==> src/rtl/rca_wb_sequencer_pkg.sv <==
// Shared types, widths and helpers for the RCA writeback sequencer.
package rca_config;

  localparam int unsigned XLEN            = 32;
  localparam int unsigned NUM_WRITE_PORTS = 5;
  localparam int unsigned MAX_IDS         = 8;
  localparam int unsigned REG_W           = 5;
  localparam int unsigned ID_W  = (MAX_IDS > 1) ? $clog2(MAX_IDS) : 1;
  localparam int unsigned SEL_W = (NUM_WRITE_PORTS > 1) ? $clog2(NUM_WRITE_PORTS) : 1;

  typedef logic [ID_W-1:0]                             rca_id_t;
  typedef logic [SEL_W-1:0]                            rca_sel_t;
  typedef logic [NUM_WRITE_PORTS-1:0]                  rca_port_mask_t;
  typedef logic [NUM_WRITE_PORTS-1:0][XLEN-1:0]        rca_port_data_t;
  typedef logic [NUM_WRITE_PORTS-1:0][REG_W-1:0]       rca_port_addr_t;

  // One buffered RCA result bundle; mask marks ports still owed a writeback.
  typedef struct packed {
    rca_id_t        id;
    rca_port_data_t rd;
    rca_port_addr_t addr;
    rca_port_mask_t mask;
  } rca_wb_bundle_t;

  typedef enum logic [1:0] {
    StEmpty,
    StDrain,
    StRetire
  } rca_wb_state_t;

  // Index of the lowest set bit; 0 when the mask is empty.
  function automatic rca_sel_t lowest_set(input rca_port_mask_t mask);
    rca_sel_t sel;
    sel = '0;
    for (int i = NUM_WRITE_PORTS - 1; i >= 0; i--) begin
      if (mask[i]) sel = rca_sel_t'(i);
    end
    return sel;
  endfunction

  // Writes to x0 have no architectural effect, so they never enter the mask.
  function automatic rca_port_mask_t drop_x0(input rca_port_mask_t valid,
                                             input rca_port_addr_t addr);
    rca_port_mask_t m;
    for (int i = 0; i < NUM_WRITE_PORTS; i++) begin
      m[i] = valid[i] & (addr[i] != '0);
    end
    return m;
  endfunction

endpackage

==> src/rtl/rca_wb_sequencer_if.sv <==
// RCA result side plus register-file writeback / retire side of the sequencer.
interface rca_wb_sequencer_if;

  logic                       done;
  rca_config::rca_id_t        wb_id;
  rca_config::rca_port_data_t rd;
  rca_config::rca_port_addr_t dest_reg_addrs;
  rca_config::rca_port_mask_t dest_valid;
  logic                       ack;

  logic                       rf_wb_valid;
  logic [4:0]                 rf_wb_addr;
  logic [rca_config::XLEN-1:0] rf_wb_data;
  rca_config::rca_id_t        rf_wb_id;
  logic                       rf_wb_ack;

  logic                       retire_valid;
  rca_config::rca_id_t        retire_id;

  // Environment side: RCA producer and register file.
  modport master (
    output done, wb_id, rd, dest_reg_addrs, dest_valid, rf_wb_ack,
    input  ack, rf_wb_valid, rf_wb_addr, rf_wb_data, rf_wb_id, retire_valid, retire_id
  );

  // Sequencer side.
  modport slave (
    input  done, wb_id, rd, dest_reg_addrs, dest_valid, rf_wb_ack,
    output ack, rf_wb_valid, rf_wb_addr, rf_wb_data, rf_wb_id, retire_valid, retire_id
  );

endinterface

==> src/rtl/rca_wb_sequencer_bundle_fifo.sv <==
// Register FIFO of result bundles with in-place clearing of the head mask.
module rca_wb_bundle_fifo import rca_config::*; #(
  parameter int unsigned Depth = 2
) (
  input  logic                           clk_i,
  input  logic                           rst_i,
  input  logic                           push_i,
  input  rca_wb_bundle_t                 push_data_i,
  input  logic                           pop_i,
  input  logic                           clr_en_i,
  input  rca_port_mask_t                 clr_mask_i,
  output rca_wb_bundle_t                 head_o,
  output logic                           full_o,
  output logic                           empty_o,
  output logic [$clog2(Depth + 1)-1:0]   count_o
);

  localparam int unsigned PtrW = (Depth > 1) ? $clog2(Depth) : 1;
  localparam int unsigned CntW = $clog2(Depth + 1);

  rca_wb_bundle_t  mem_q [Depth];
  logic [PtrW-1:0] wr_ptr_q, wr_ptr_d, rd_ptr_q, rd_ptr_d;
  logic [CntW-1:0] count_q, count_d;
  logic            full_q, full_d;
  logic            push_ok, pop_ok;

  function automatic logic [PtrW-1:0] ptr_inc(input logic [PtrW-1:0] p);
    return (p == PtrW'(Depth - 1)) ? '0 : p + 1'b1;
  endfunction

  assign push_ok = push_i & ~full_q;
  assign pop_ok  = pop_i & (count_q != '0);

  // Pointer, occupancy and full-flag next state.
  always_comb begin
    wr_ptr_d = push_ok ? ptr_inc(wr_ptr_q) : wr_ptr_q;
    rd_ptr_d = pop_ok ? ptr_inc(rd_ptr_q) : rd_ptr_q;
    count_d  = count_q;
    unique case ({push_ok, pop_ok})
      2'b10:   count_d = count_q + 1'b1;
      2'b01:   count_d = count_q - 1'b1;
      default: count_d = count_q;
    endcase
    full_d = (count_d == CntW'(Depth));
  end

  // Control state registers.
  always_ff @(posedge clk_i) begin
    if (rst_i) begin
      wr_ptr_q <= '0;
      rd_ptr_q <= '0;
      count_q  <= '0;
      full_q   <= 1'b0;
    end else begin
      wr_ptr_q <= wr_ptr_d;
      rd_ptr_q <= rd_ptr_d;
      count_q  <= count_d;
      full_q   <= full_d;
    end
  end

  // Entry storage; only the masks are cleared on reset, payload is don't-care.
  always_ff @(posedge clk_i) begin
    if (rst_i) begin
      for (int i = 0; i < Depth; i++) mem_q[i].mask <= '0;
    end else begin
      if (push_ok) mem_q[wr_ptr_q] <= push_data_i;
      if (clr_en_i) mem_q[rd_ptr_q].mask <= mem_q[rd_ptr_q].mask & ~clr_mask_i;
    end
  end

  assign head_o  = mem_q[rd_ptr_q];
  assign full_o  = full_q;
  assign empty_o = (count_q == '0);
  assign count_o = count_q;

endmodule

==> src/rtl/rca_wb_sequencer.sv <==
// Buffers RCA result bundles and serialises them onto the single RF write port.
module rca_wb_sequencer import rca_config::*; #(
  parameter int unsigned FifoDepth = 2
) (
  input logic                clk_i,
  input logic                rst_i,
  rca_wb_sequencer_if.slave  bus_io
);

  localparam int unsigned CntW = $clog2(FifoDepth + 1);

  rca_wb_state_t   state_q, state_d;
  rca_wb_bundle_t  push_bundle, head;
  logic            push, pop, full, empty, clr_en;
  logic [CntW-1:0] count;
  rca_sel_t        sel;
  rca_port_mask_t  sel_onehot, mask_after;

  logic            wb_valid, ret_valid;
  logic [4:0]      wb_addr;
  logic [XLEN-1:0] wb_data;
  rca_id_t         wb_id_out, ret_id;

  // Accept depends only on the registered full flag, never on a same-cycle pop.
  assign push = bus_io.done & ~full;

  // Incoming bundle with x0 destinations stripped from the mask.
  always_comb begin
    push_bundle      = '0;
    push_bundle.id   = bus_io.wb_id;
    push_bundle.rd   = bus_io.rd;
    push_bundle.addr = bus_io.dest_reg_addrs;
    push_bundle.mask = drop_x0(bus_io.dest_valid, bus_io.dest_reg_addrs);
  end

  rca_wb_bundle_fifo #(
    .Depth (FifoDepth)
  ) u_fifo (
    .clk_i       (clk_i),
    .rst_i       (rst_i),
    .push_i      (push),
    .push_data_i (push_bundle),
    .pop_i       (pop),
    .clr_en_i    (clr_en),
    .clr_mask_i  (sel_onehot),
    .head_o      (head),
    .full_o      (full),
    .empty_o     (empty),
    .count_o     (count)
  );

  assign sel        = lowest_set(head.mask);
  assign sel_onehot = rca_port_mask_t'(1) << sel;

  // Drain FSM next state and all RF / retire outputs.
  always_comb begin
    state_d    = state_q;
    pop        = 1'b0;
    clr_en     = 1'b0;
    mask_after = head.mask;
    wb_valid   = 1'b0;
    wb_addr    = '0;
    wb_data    = '0;
    wb_id_out  = '0;
    ret_valid  = 1'b0;
    ret_id     = '0;
    unique case (state_q)
      StEmpty: begin
        if (!empty) state_d = StDrain;
      end
      StDrain: begin
        if (head.mask != '0) begin
          wb_valid  = 1'b1;
          wb_addr   = head.addr[sel];
          wb_data   = head.rd[sel];
          wb_id_out = head.id;
          clr_en    = bus_io.rf_wb_ack;
        end
        if (clr_en) mask_after = head.mask & ~sel_onehot;
        if (mask_after == '0) state_d = StRetire;
      end
      StRetire: begin
        ret_valid = 1'b1;
        ret_id    = head.id;
        pop       = 1'b1;
        // Occupancy after this pop, counting a same-cycle accept.
        state_d   = ((count > CntW'(1)) || push) ? StDrain : StEmpty;
      end
      default: state_d = StEmpty;
    endcase
  end

  // FSM state register.
  always_ff @(posedge clk_i) begin
    if (rst_i) state_q <= StEmpty;
    else       state_q <= state_d;
  end

  assign bus_io.ack          = push;
  assign bus_io.rf_wb_valid  = wb_valid;
  assign bus_io.rf_wb_addr   = wb_addr;
  assign bus_io.rf_wb_data   = wb_data;
  assign bus_io.rf_wb_id     = wb_id_out;
  assign bus_io.retire_valid = ret_valid;
  assign bus_io.retire_id    = ret_id;

endmodule

==> src/flat_wrapper.sv <==
// flat-port wrapper written by rule: the top's interface ports become plain ports
module rca_wb_sequencer_flat import rca_config::*;
#(
  parameter int unsigned FifoDepth = 2
)
  (clk_i, rst_i, bus_io_done, bus_io_wb_id, bus_io_rd, bus_io_dest_reg_addrs, bus_io_dest_valid, bus_io_rf_wb_ack, bus_io_ack, bus_io_rf_wb_valid, bus_io_rf_wb_addr, bus_io_rf_wb_data, bus_io_rf_wb_id, bus_io_retire_valid, bus_io_retire_id);
  rca_wb_sequencer_if bus_io_i ();
  input logic clk_i;
  input logic rst_i;
  input wire logic [$bits(bus_io_i.done)-1:0] bus_io_done;
  input wire logic [$bits(bus_io_i.wb_id)-1:0] bus_io_wb_id;
  input wire logic [$bits(bus_io_i.rd)-1:0] bus_io_rd;
  input wire logic [$bits(bus_io_i.dest_reg_addrs)-1:0] bus_io_dest_reg_addrs;
  input wire logic [$bits(bus_io_i.dest_valid)-1:0] bus_io_dest_valid;
  input wire logic [$bits(bus_io_i.rf_wb_ack)-1:0] bus_io_rf_wb_ack;
  output wire logic [$bits(bus_io_i.ack)-1:0] bus_io_ack;
  output wire logic [$bits(bus_io_i.rf_wb_valid)-1:0] bus_io_rf_wb_valid;
  output wire logic [$bits(bus_io_i.rf_wb_addr)-1:0] bus_io_rf_wb_addr;
  output wire logic [$bits(bus_io_i.rf_wb_data)-1:0] bus_io_rf_wb_data;
  output wire logic [$bits(bus_io_i.rf_wb_id)-1:0] bus_io_rf_wb_id;
  output wire logic [$bits(bus_io_i.retire_valid)-1:0] bus_io_retire_valid;
  output wire logic [$bits(bus_io_i.retire_id)-1:0] bus_io_retire_id;
  assign bus_io_i.done = bus_io_done;
  assign bus_io_i.wb_id = bus_io_wb_id;
  assign bus_io_i.rd = bus_io_rd;
  assign bus_io_i.dest_reg_addrs = bus_io_dest_reg_addrs;
  assign bus_io_i.dest_valid = bus_io_dest_valid;
  assign bus_io_i.rf_wb_ack = bus_io_rf_wb_ack;
  assign bus_io_ack = bus_io_i.ack;
  assign bus_io_rf_wb_valid = bus_io_i.rf_wb_valid;
  assign bus_io_rf_wb_addr = bus_io_i.rf_wb_addr;
  assign bus_io_rf_wb_data = bus_io_i.rf_wb_data;
  assign bus_io_rf_wb_id = bus_io_i.rf_wb_id;
  assign bus_io_retire_valid = bus_io_i.retire_valid;
  assign bus_io_retire_id = bus_io_i.retire_id;
  rca_wb_sequencer #(.FifoDepth(FifoDepth)) u_core (.clk_i(clk_i), .rst_i(rst_i), .bus_io(bus_io_i));
endmodule
==> config.mk <==
export PLATFORM = sky130hd
export DESIGN_NAME = rca_wb_sequencer_flat
export DESIGN_NICKNAME = d
export VERILOG_FILES = /design/src/rtl/rca_wb_sequencer_pkg.sv /design/src/rtl/rca_wb_sequencer_if.sv /design/src/rtl/rca_wb_sequencer_bundle_fifo.sv /design/src/rtl/rca_wb_sequencer.sv /design/src/flat_wrapper.sv
export SDC_FILE = /design/constraint.sdc
export NUM_CORES = 1
export LEC_CHECK = 0
export ABC_AREA = 1
export CORE_MARGIN = 2
export CORE_UTILIZATION = 49
export DETAILED_ROUTE_END_ITERATION = 12
export PLACE_DENSITY = 0.76
export SLEW_MARGIN = 15
export SYNTH_ARGS = -nofsm -noshare
export SYNTH_HDL_FRONTEND = slang
export SYNTH_SLANG_ARGS = --single-unit
==> constraint.sdc <==
create_clock -name clk_i -period 12 [get_ports clk_i]
set_clock_uncertainty 0.2 [all_clocks]
set_input_delay 2.4 -clock clk_i [delete_from_list [all_inputs] [get_ports clk_i]]
set_output_delay 2.4 -clock clk_i [all_outputs]
set_load 0.05 [all_outputs]
==> metrics.csv, run 1 <==
metric;value;unit
status;complete, no violations;
row count;67;
largest cells by area after synthesis;edfxtp_1 70%, nand2_1 8.9%, nor2_1 7.2%;
DRT antenna net count;0;
fillcell total;2594;
Synth-to-Final Area Change;24.0;%
Post-Synthesis Cell Area;0.0166;mm^2
CTS tree;built;
Synth Area in Compound Gates;0.0336;
most area-hungry cell type in the Yosys netlist;edfxtp_1;
maximum clock rate;126;MHz
maximum VDD drop;0.000102;V
DRC;0;
largest family of logic cells by synthesized area;simple AND/OR/NAND/NOR gates;
Post-Route WL;40900;um
Post-CTS Setup Bufs;0;
mux share of post-synthesis cell area;0.00180;
Buffers on Ports;242;
Nets;1922;
via/cell ratio;5.27;
worst slew pin tran;1.18;ns
TritonRoute pass-1 iters;5;
drt wl/cell;18.6;um
core region area;0.0335;mm^2
Lkg Pwr;7.78;nW
via count;11600;
syn_area_per_cell;11.1;um^2
Clock Latency Late Sink;0.52;ns
unrepaired setup endpoints after global routing;false;
setup TNS;0;ns
XOR/XNOR Fraction of Synth Area;0;
Worst Hold Class;flip-flop to flip-flop;
H-tree levels;2;
Crit. End Element;output port;
final setup margin;4.07;ns
routability cong.;0.837;
Worst-path clk slew;0.06;ns
area share of the largest cell type after synthesis;0.696;
Final Hold Fails;0;
async set-or-reset flop fraction in the synthesized netlist;0;
largest net degree at the start of global routing;192;
Max FO, Critical Path;99;
Die ar.;0.0355;mm^2
vias in the first global route;11500;
share of layout cells above drive strength 1;0.0851;
PwrDens;159;mW/mm^2
Starting Density;0.496;
first-pass GRT wire length;62800;um
Synth Register Bits;394;
Die Y;188;um
global-route usage over all layers;0.229;
Mapped Cells;1505;
hold depth;2;
Hold Buf Count CTS;0;
Root Buffer;clkbuf_16;
Final min period;7.93;ns
final setup violation count;0;
R2R cell count;7;
Num CTS Buffers;42;
I/O Pins;243;
Slew headroom;0.211;
Placement Setup Slack;4.57;ns
Synth Area in Adders;0.00301;
Yosys cell types;30;
die width;188;um
antenna violations before repair;3;
EDFF count, synth;386;
max-cap violations;0;
simple-gate area share of the yosys netlist;0.223;
post_cts resized;0;
r2r setup slk;8.46;ns
CTS max path bufs;3;
max-slew violations;0;
Warnings, synthesis;0;
hpwl dp;24700;um
Post-synth top flop;edfxtp_1;
post-synthesis sequential area ratio;0.706;
clock sink count;394;
Syn Nets;1706;
total gr overflow;0;
hold path startpoint;u_core.u_fifo.rd_ptr_q;
RR Endpoint;u_core.u_fifo.mem_q[0][0];
Worst Path Required;9.40;ns
Final Power;3.28;mW
critical path type;flip-flop to output port;
Worst EP arrival;5.33;ns
Starting DRT DRC Count;1064;
crit start category;flip-flop;
Final period util;0.660;
-- cell usage after synthesis, types with 2 or more instances --
cell / n
nand3_1: 118
o211ai_1: 4
inv_1: 28
mux2i_1: 3
buf_1: 2
edfxtp_1: 386
o22ai_1: 4
nand2_1: 394
ha_1: 4
a21oi_1: 25
nand4_1: 5
clkbuf_1: 17
o21ai_0: 46
or2_2: 40
nor2_1: 319
dfxtp_1: 8
a21oi_2: 15
buf_4: 5
nand2_2: 16
buf_2: 48
buf_6: 6
nor3_1: 4
-- metrics by stage --
step	instance area, um^2	util	hold WS, ns	cells
after global routing	20600	0.616	0.355	2200
after CTS	20600	0.616	0.333	2199
final	20600	0.616	0.348	2201
after floorplan	16600	-	0.282	1505
after global placement	19300	0.576	0.295	2125
after detailed placement	19300	0.576	0.305	2125
-- area by class of cell --
class / instances / area [um^2] / area share
diodes: 2 / 5.00 / 0.000242
clock buffers: 51 / 1150 / 0.0556
clock inverters: 23 / 178 / 0.00861
inverters: 30 / 130 / 0.00630
multi-input cells: 1002 / 4370 / 0.212
flip-flops and latches: 394 / 11800 / 0.569
well taps: 448 / 561 / 0.0271
repair buffers: 251 / 2500 / 0.121
-- worst max path at each step --
stage / start / endpoint / slack [ns] / depth (start not counted)
CTS: flip-flop / bus_io_rf_wb_data[31] / 4.00 / 9
detailed placement: flip-flop / bus_io_rf_wb_data[31] / 4.57 / 9
global route: flip-flop / bus_io_rf_wb_addr[3] / 3.73 / 9
global placement: flip-flop / bus_io_rf_wb_data[31] / 4.71 / 9
finish: flip-flop / bus_io_rf_wb_data[31] / 4.07 / 9
floorplan: bus_io_done / u_core.u_fifo.mem_q[1][1] / 2.47 / 6
-- power breakdown --
group	leakage [nW]	switching, mW	internal, mW
combinational	3.51	0.292	0.152
clock	0.650	0.507	0.741
sequential	3.61	0.0140	1.58
total	7.78	0.813	2.47
-- sequential cells by signal (all words and copies together) (netlist names), named ones only --
| name | cells |
|---|---|
| u_core.u_fifo.mem_q | 386 |
| u_core.u_fifo.wr_ptr_q | 1 |
| u_core.state_q | 2 |
| u_core.u_fifo.rd_ptr_q | 1 |
| u_core.u_fifo.count_o | 2 |
| u_core.u_fifo.full_o | 1 |
-- layer usage --
layer	track usage	share of wire	routed length (um)
met5	0	0.00066	27
met3	0.0447	0.075	3090
met4	0.0631	0.019	788
met1	0.308	0.42	17000
met2	0.382	0.49	20000
-- cell families (layout without fill, tap and decap cells) --
| kind of cell | after synthesis | after routing |
|---|---|---|
| adder cells (fa/ha/maj) | 4 | 4 |
| AND/OR/NAND/NOR | 899 | 899 |
| multiplexers | 3 | 3 |
| AO/OA/AOI/OAI | 96 | 96 |
| buffers and inverters | 109 | 355 |
| other | 0 | 2 |
| flip-flops | 394 | 394 |
-- critical path, cell delays in order (launching register included) --
cell and delay (ns):
dfxtp_4 0.68, inv_6 0.35, nand2_1 0.18, nand2_2 0.47, nor2_2 0.37, nand3_2 0.76
inv_6 0.71, o211ai_1 0.16, a21oi_1 0.20, clkdlybuf4s50_1 0.83
-- cell usage in the layout, fill, tap and decap left out, types with 8 or more instances in the layout --
master,count
a21oi_1,25
a21oi_2,15
buf_4,8
clkbuf_16,45
clkdlybuf4s50_1,242
clkinv_1,12
edfxtp_1,386
inv_1,26
nand2_1,391
nand2_2,19
nand3_1,118
nor2_1,318
o21ai_0,46
or2_2,40
No activity file was read; power rests on OpenSTA's default activity.
==> run 2, diff against run 1 <==
CORE_UTILIZATION = 54   (was 49)
PLACE_DENSITY = 0.79   (was 0.76)
clock period = 8.1 ns   (was 12 ns; I/O delays follow)
==> metrics.csv, run 2 (synthesis results as in run 1) <==
metric;value;unit;change
drt wl/cell;19.8;um;was 18.6 um
fillcell total;2200;;was 2,594
Hold Buf Count CTS;0;;unchanged
Critical path destination;bus_io_rf_wb_data[4];;was bus_io_rf_wb_data[31]
Final Hold Fails;0;;unchanged
Starting DRT DRC Count;1606;;was 1,064
routability cong.;0.852;;was 0.837
hold slack;0.329;ns;was 0.348 ns
Clock Latency Late Sink;0.52;ns;about the same
max-slew violations;0;;unchanged
post_cts resized;0;;unchanged
Worst EP arrival;4.76;ns;was 5.33 ns
Starting Density;0.546;;was 0.496
via/cell ratio;5.53;;was 5.27
Lkg Pwr;7.81;nW;was 7.78 nW
share of layout cells above drive strength 1;0.0889;;was 0.0851
leading cell type in the layout, fill and taps excluded;nand2_1;;unchanged
DRC;0;;unchanged
R2R cell count;9;;was 7
Slew headroom;0.229;;was 0.211
Worst Path Required;6.28;ns;was 9.40 ns
RR Endpoint;u_core.state_q[0];;was u_core.u_fifo.mem_q[0][0]
final setup violation count;0;;unchanged
CTS tree;built;;unchanged
Worst Hold Class;flip-flop to flip-flop;;unchanged
die width;180;um;was 188 um
Worst-path clk slew;0.06;ns;about the same
number of flip-flops in the largest register;386;;unchanged
CP Cell Sequence;buf_4 > nand2_1 > nand2_2 > nor2_8 > nand3_2 > inv_6 > nand2_1 > a21oi_1 > clkdlybuf4s50_1;;was inv_6 > nand2_1 > nand2_2 > nor2_2 > nand3_2 > inv_6 > o211ai_1 > a21oi_1 > clkdlybuf4s50_1
crit start category;flip-flop;;unchanged
Bufs and invs on worst path;3;;unchanged
Root Buffer;clkbuf_16;;unchanged
crit-path leading delay family;buffers and inverters;;unchanged
Most flops, register;u_core.u_fifo.mem_q;;unchanged
I/O Pins;243;;unchanged
Post-CTS Setup Bufs;0;;unchanged
r2r setup slk;4.71;ns;was 8.46 ns
Comb power frac;0.136;;was 0.135
critical path type;flip-flop to output port;;unchanged
H-tree levels;2;;unchanged
TritonRoute pass-1 iters;5;;unchanged
row count;64;;was 67
worst slew pin tran;1.16;ns;was 1.18 ns
Die Y;180;um;was 188 um
vias in the first global route;11800;;was 11,500
hpwl dp;25800;um;was 24,700 um
PwrDens;237;mW/mm^2;was 159 mW/mm^2
net load switching power;1.22;mW;was 0.813 mW
total gr overflow;0;;unchanged
maximum clock rate;152;MHz;
DRT antenna net count;0;;unchanged
clock power share;0.381;;was 0.380
status;complete, no violations;;unchanged
maximum VDD drop;0.000146;V;was 0.000102 V
power share of the sequential group;0.483;;was 0.485
Top cell by count, worst path;nand2_1;;was inv_6
first-pass GRT wire length;64900;um;was 62,800 um
largest net degree at the start of global routing;148;;was 192
Largest stage delay, worst path;0.85;ns;was 0.83 ns
core region area;0.0305;mm^2;was 0.0335 mm^2
Die ar.;0.0322;mm^2;was 0.0355 mm^2
Buffers on Ports;242;;unchanged
unrepaired setup endpoints after global routing;false;;unchanged
clock sink count;394;;unchanged
Nets;1924;;was 1,922
Synth-to-Final Area Change;23.9;%;was 24.0%
via count;11900;;was 11,600
global-route usage over all layers;0.260;;was 0.229
setup TNS;0;ns;unchanged
WP depth;9;;unchanged
most frequent cells in the layout;391 x nand2_1, 386 x edfxtp_1, 318 x nor2_1;;unchanged
Crit. End Element;output port;;unchanged
Switching Share;0.249;;was 0.247
Final period util;0.812;;
CTS max path bufs;3;;unchanged
max-cap violations;0;;unchanged
Finished Core Util;0.676;;was 0.616
Max FO, Critical Path;93;;was 99
Post-Route WL;42700;um;was 40,900 um
Power Internal;3.67;mW;was 2.47 mW
antenna violations before repair;4;;was 3
Final min period;6.58;ns;
CP max-delay cell;clkdlybuf4s50_1;;unchanged
Num CTS Buffers;42;;unchanged
[run 2: cell type report]
| class | instances | area [um^2] | area share |
|---|---|---|---|
| Sequential cell | 394 | 11800 | 0.570 |
| Antenna cell | 4 | 10.0 | 0.000485 |
| Tap cell | 396 | 495 | 0.0240 |
| Clock buffer | 52 | 1150 | 0.0559 |
| Timing Repair Buffer | 253 | 2530 | 0.123 |
| Inverter | 30 | 130 | 0.00631 |
| Multi-Input combinational cell | 1002 | 4370 | 0.212 |
| Clock inverter | 24 | 189 | 0.00916 |
[run 2: power by group through the flow]
stage | logic (mW) | clock network [mW] | registers [mW]
6_report | 0.664 | 1.86 | 2.36
5_1_grt | 0.713 | 1.96 | 2.37
4_1_cts | 0.663 | 1.88 | 2.36
3_5_place_dp | 0.657 | 0 | 2.40
3_3_place_gp | 0.645 | 0 | 2.40
2_1_floorplan | 0.378 | 0 | 2.41
[run 2: layer usage]
layer,vias up,share of wire,global-route usage
met5,-,0,0
met4,0,0.028,0.0846
met3,90,0.089,0.0492
met2,584,0.49,0.435
met1,5693,0.39,0.346
li1,5543,-,-
[run 2: stage by stage]
step / cells / worst slack [ns] / power [mW] / instance area (um^2)
after floorplan: 1505 / 0.771 / 2.79 / 16700
after global placement: 2075 / 2.17 / 3.04 / 19300
after detailed placement: 2075 / 2.09 / 3.06 / 19300
after CTS: 2151 / 1.47 / 4.90 / 20600
after global routing: 2154 / 1.24 / 5.04 / 20600
final: 2155 / 1.52 / 4.89 / 20600
[run 2: worst min path at each step]
stage          slack (ns)  cells past startpoint              startpoint                endpoint
2_1_floorplan        0.28                      2  u_core.u_fifo.rd_ptr_q               flip-flop
3_3_place_gp         0.30                      2  u_core.u_fifo.rd_ptr_q  u_core.u_fifo.rd_ptr_q
3_5_place_dp         0.31                      2  u_core.u_fifo.rd_ptr_q  u_core.u_fifo.rd_ptr_q
4_1_cts              0.32                      2  u_core.u_fifo.rd_ptr_q  u_core.u_fifo.rd_ptr_q
5_1_grt              0.37                      2  u_core.u_fifo.rd_ptr_q  u_core.u_fifo.rd_ptr_q
6_report             0.33                      2  u_core.u_fifo.rd_ptr_q  u_core.u_fifo.rd_ptr_q
[run 2: tightest hold or removal path: stages (launching register included)]
cell     delay, ns
dfxtp_1       0.31
inv_1         0.10
a21oi_1       0.07
==> run 3, diff against run 2 <==
clock period = 6.2 ns   (was 8.1 ns; I/O delays follow)
==> metrics.csv, run 3 (synthesis results as in run 1) <==
metric;value;unit;change
status;complete, no violations;;unchanged
Top cell by count, worst path;nand2_1;;unchanged
drt wl/cell;19.8;um;about the same
Power Internal;4.76;mW;was 3.67 mW
Placed Cells;2084;;was 2,075
clock power share;0.362;;was 0.381
Final Hold Fails;0;;unchanged
die width;180;um;unchanged
Die Y;180;um;unchanged
crit start category;flip-flop;;unchanged
Lkg Pwr;7.98;nW;was 7.81 nW
share of layout cells above drive strength 1;0.108;;was 0.0889
unrepaired setup endpoints after global routing;false;;unchanged
Worst-path clk slew;0.06;ns;about the same
RR Endpoint;u_core.state_q[0];;unchanged
worst slew pin tran;1.18;ns;was 1.16 ns
Num CTS Buffers;40;;was 42
core region area;0.0305;mm^2;unchanged
r2r setup slk;2.89;ns;was 4.71 ns
Die ar.;0.0322;mm^2;unchanged
Switching Share;0.249;;about the same
largest net degree at the start of global routing;102;;was 148
CP Cell Sequence;buf_4 > nand2_1 > nand2_2 > nand2_1 > nand2_2 > buf_4 > nand2_2 > nand2_1 > nand3_1 > nand2_1 > a21oi_1 > buf_12;;was buf_4 > nand2_1 > nand2_2 > nor2_8 > nand3_2 > inv_6 > nand2_1 > a21oi_1 > clkdlybuf4s50_1
PwrDens;302;mW/mm^2;was 237 mW/mm^2
cell area after layout;0.0210;mm^2;was 0.0206 mm^2
Nets;1931;;was 1,924
most frequent cells in the layout;391 x nand2_1, 386 x edfxtp_1, 318 x nor2_1;;unchanged
setup TNS;0;ns;unchanged
Most flops, register;u_core.u_fifo.mem_q;;unchanged
Area after DPL;0.0198;mm^2;was 0.0193 mm^2
Synth-to-Final Area Change;26.2;%;was 23.9%
routability cong.;0.907;;was 0.852
critical path type;flip-flop to output port;;unchanged
Clock Latency Late Sink;0.52;ns;about the same
Hold Buf Count CTS;0;;unchanged
H-tree levels;2;;unchanged
hpwl dp;26300;um;was 25,800 um
clock sink count;394;;unchanged
Max FO, Critical Path;93;;unchanged
leading cell type in the layout, fill and taps excluded;nand2_1;;unchanged
fillcell total;2155;;was 2,200
Buffers on Ports;242;;unchanged
DRT antenna net count;0;;unchanged
total gr overflow;0;;unchanged
CTS max path bufs;3;;unchanged
Starting Density;0.546;;unchanged
maximum clock rate;176;MHz;
via count;12100;;was 11,900
row count;64;;unchanged
global-route usage over all layers;0.260;;about the same
Final min period;5.70;ns;
Placement Setup Slack;1.07;ns;was 2.09 ns
Crit. End Element;output port;;unchanged
final setup violation count;0;;unchanged
power share of the sequential group;0.486;;was 0.483
maximum VDD drop;0.000181;V;was 0.000146 V
R2R cell count;10;;was 9
Largest stage delay, worst path;0.78;ns;was 0.85 ns
net load switching power;1.58;mW;was 1.22 mW
CP max-delay cell;buf_4;;was clkdlybuf4s50_1
max-slew violations;0;;unchanged
hold slack;0.350;ns;was 0.329 ns
post_cts resized;0;;unchanged
Worst Hold Path EP;u_core.u_fifo.rd_ptr_q;;unchanged
hold path startpoint;u_core.u_fifo.rd_ptr_q;;unchanged
Post-CTS Setup Bufs;0;;unchanged
Final period util;0.919;;
final setup margin;0.504;ns;was 1.52 ns
Final Power;6.34;mW;was 4.89 mW
CTS tree;built;;unchanged
number of flip-flops in the largest register;386;;unchanged
vias in the first global route;12100;;was 11,800
DRC;0;;unchanged
hold depth;2;;unchanged
max-cap violations;0;;unchanged
antenna violations before repair;6;;was 4
Post-Route WL;42700;um;about the same
Starting DRT DRC Count;1705;;was 1,606
Worst EP arrival;4.26;ns;was 4.76 ns
via/cell ratio;5.58;;was 5.53
Worst Hold Class;flip-flop to flip-flop;;unchanged
Root Buffer;clkbuf_16;;unchanged
Comb power frac;0.151;;was 0.136
Layout Cells excl Fill;2162;;was 2,155
Finished Core Util;0.689;;was 0.676
Slew headroom;0.209;;was 0.229
Worst Path Required;4.76;ns;was 6.28 ns
TritonRoute pass-1 iters;5;;unchanged
I/O Pins;243;;unchanged
first-pass GRT wire length;65600;um;was 64,900 um
run 3: cell type report:
type	instances	area [um^2]	share of cell area
antenna	6	15.0	0.000714
clock buffer	55	1110	0.0528
clock inverter	17	133	0.00631
inverter	30	126	0.00601
multi-input combinational	1002	4370	0.208
sequential	394	11800	0.559
tap	396	495	0.0236
timing repair buffer	262	3010	0.143
run 3: how the worst max path moves through the flow:
stage	start	to	slack, ns	cells past startpoint
floorplan	bus_io_done	u_core.u_fifo.mem_q[1][1]	0.13	6
global placement	flip-flop	bus_io_rf_wb_data[17]	1.12	12
detailed placement	flip-flop	bus_io_rf_wb_data[20]	1.07	12
CTS	flip-flop	bus_io_rf_wb_data[13]	0.47	12
global route	flip-flop	bus_io_rf_wb_data[13]	0.31	12
finish	flip-flop	bus_io_rf_wb_data[13]	0.50	12
run 3: critical path: cells and delay by family (launching register included):
family | cells | cell delay [ns]
AND/OR/NAND/NOR | 8 | 1.73
flip-flops | 1 | 0.41
buffers and inverters | 3 | 1.44
AO/OA/AOI/OAI | 1 | 0.10
run 3: per-layer routing:
metal  up-vias  GRT usage  part of all wire
li1       5564          -                 -
met1      5726      0.352              0.39
met2       687      0.428              0.49
met3        91     0.0432             0.098
met4         2     0.0950             0.026
met5         -          0           0.00030
run 3: power by group through the flow:
stage	clock [mW]	combinational, mW	sequential [mW]
after floorplan	0	0.495	3.14
after global placement	0	0.931	3.13
after detailed placement	0	0.952	3.14
after CTS	2.32	0.959	3.08
after global routing	2.41	1.02	3.09
final	2.30	0.959	3.08
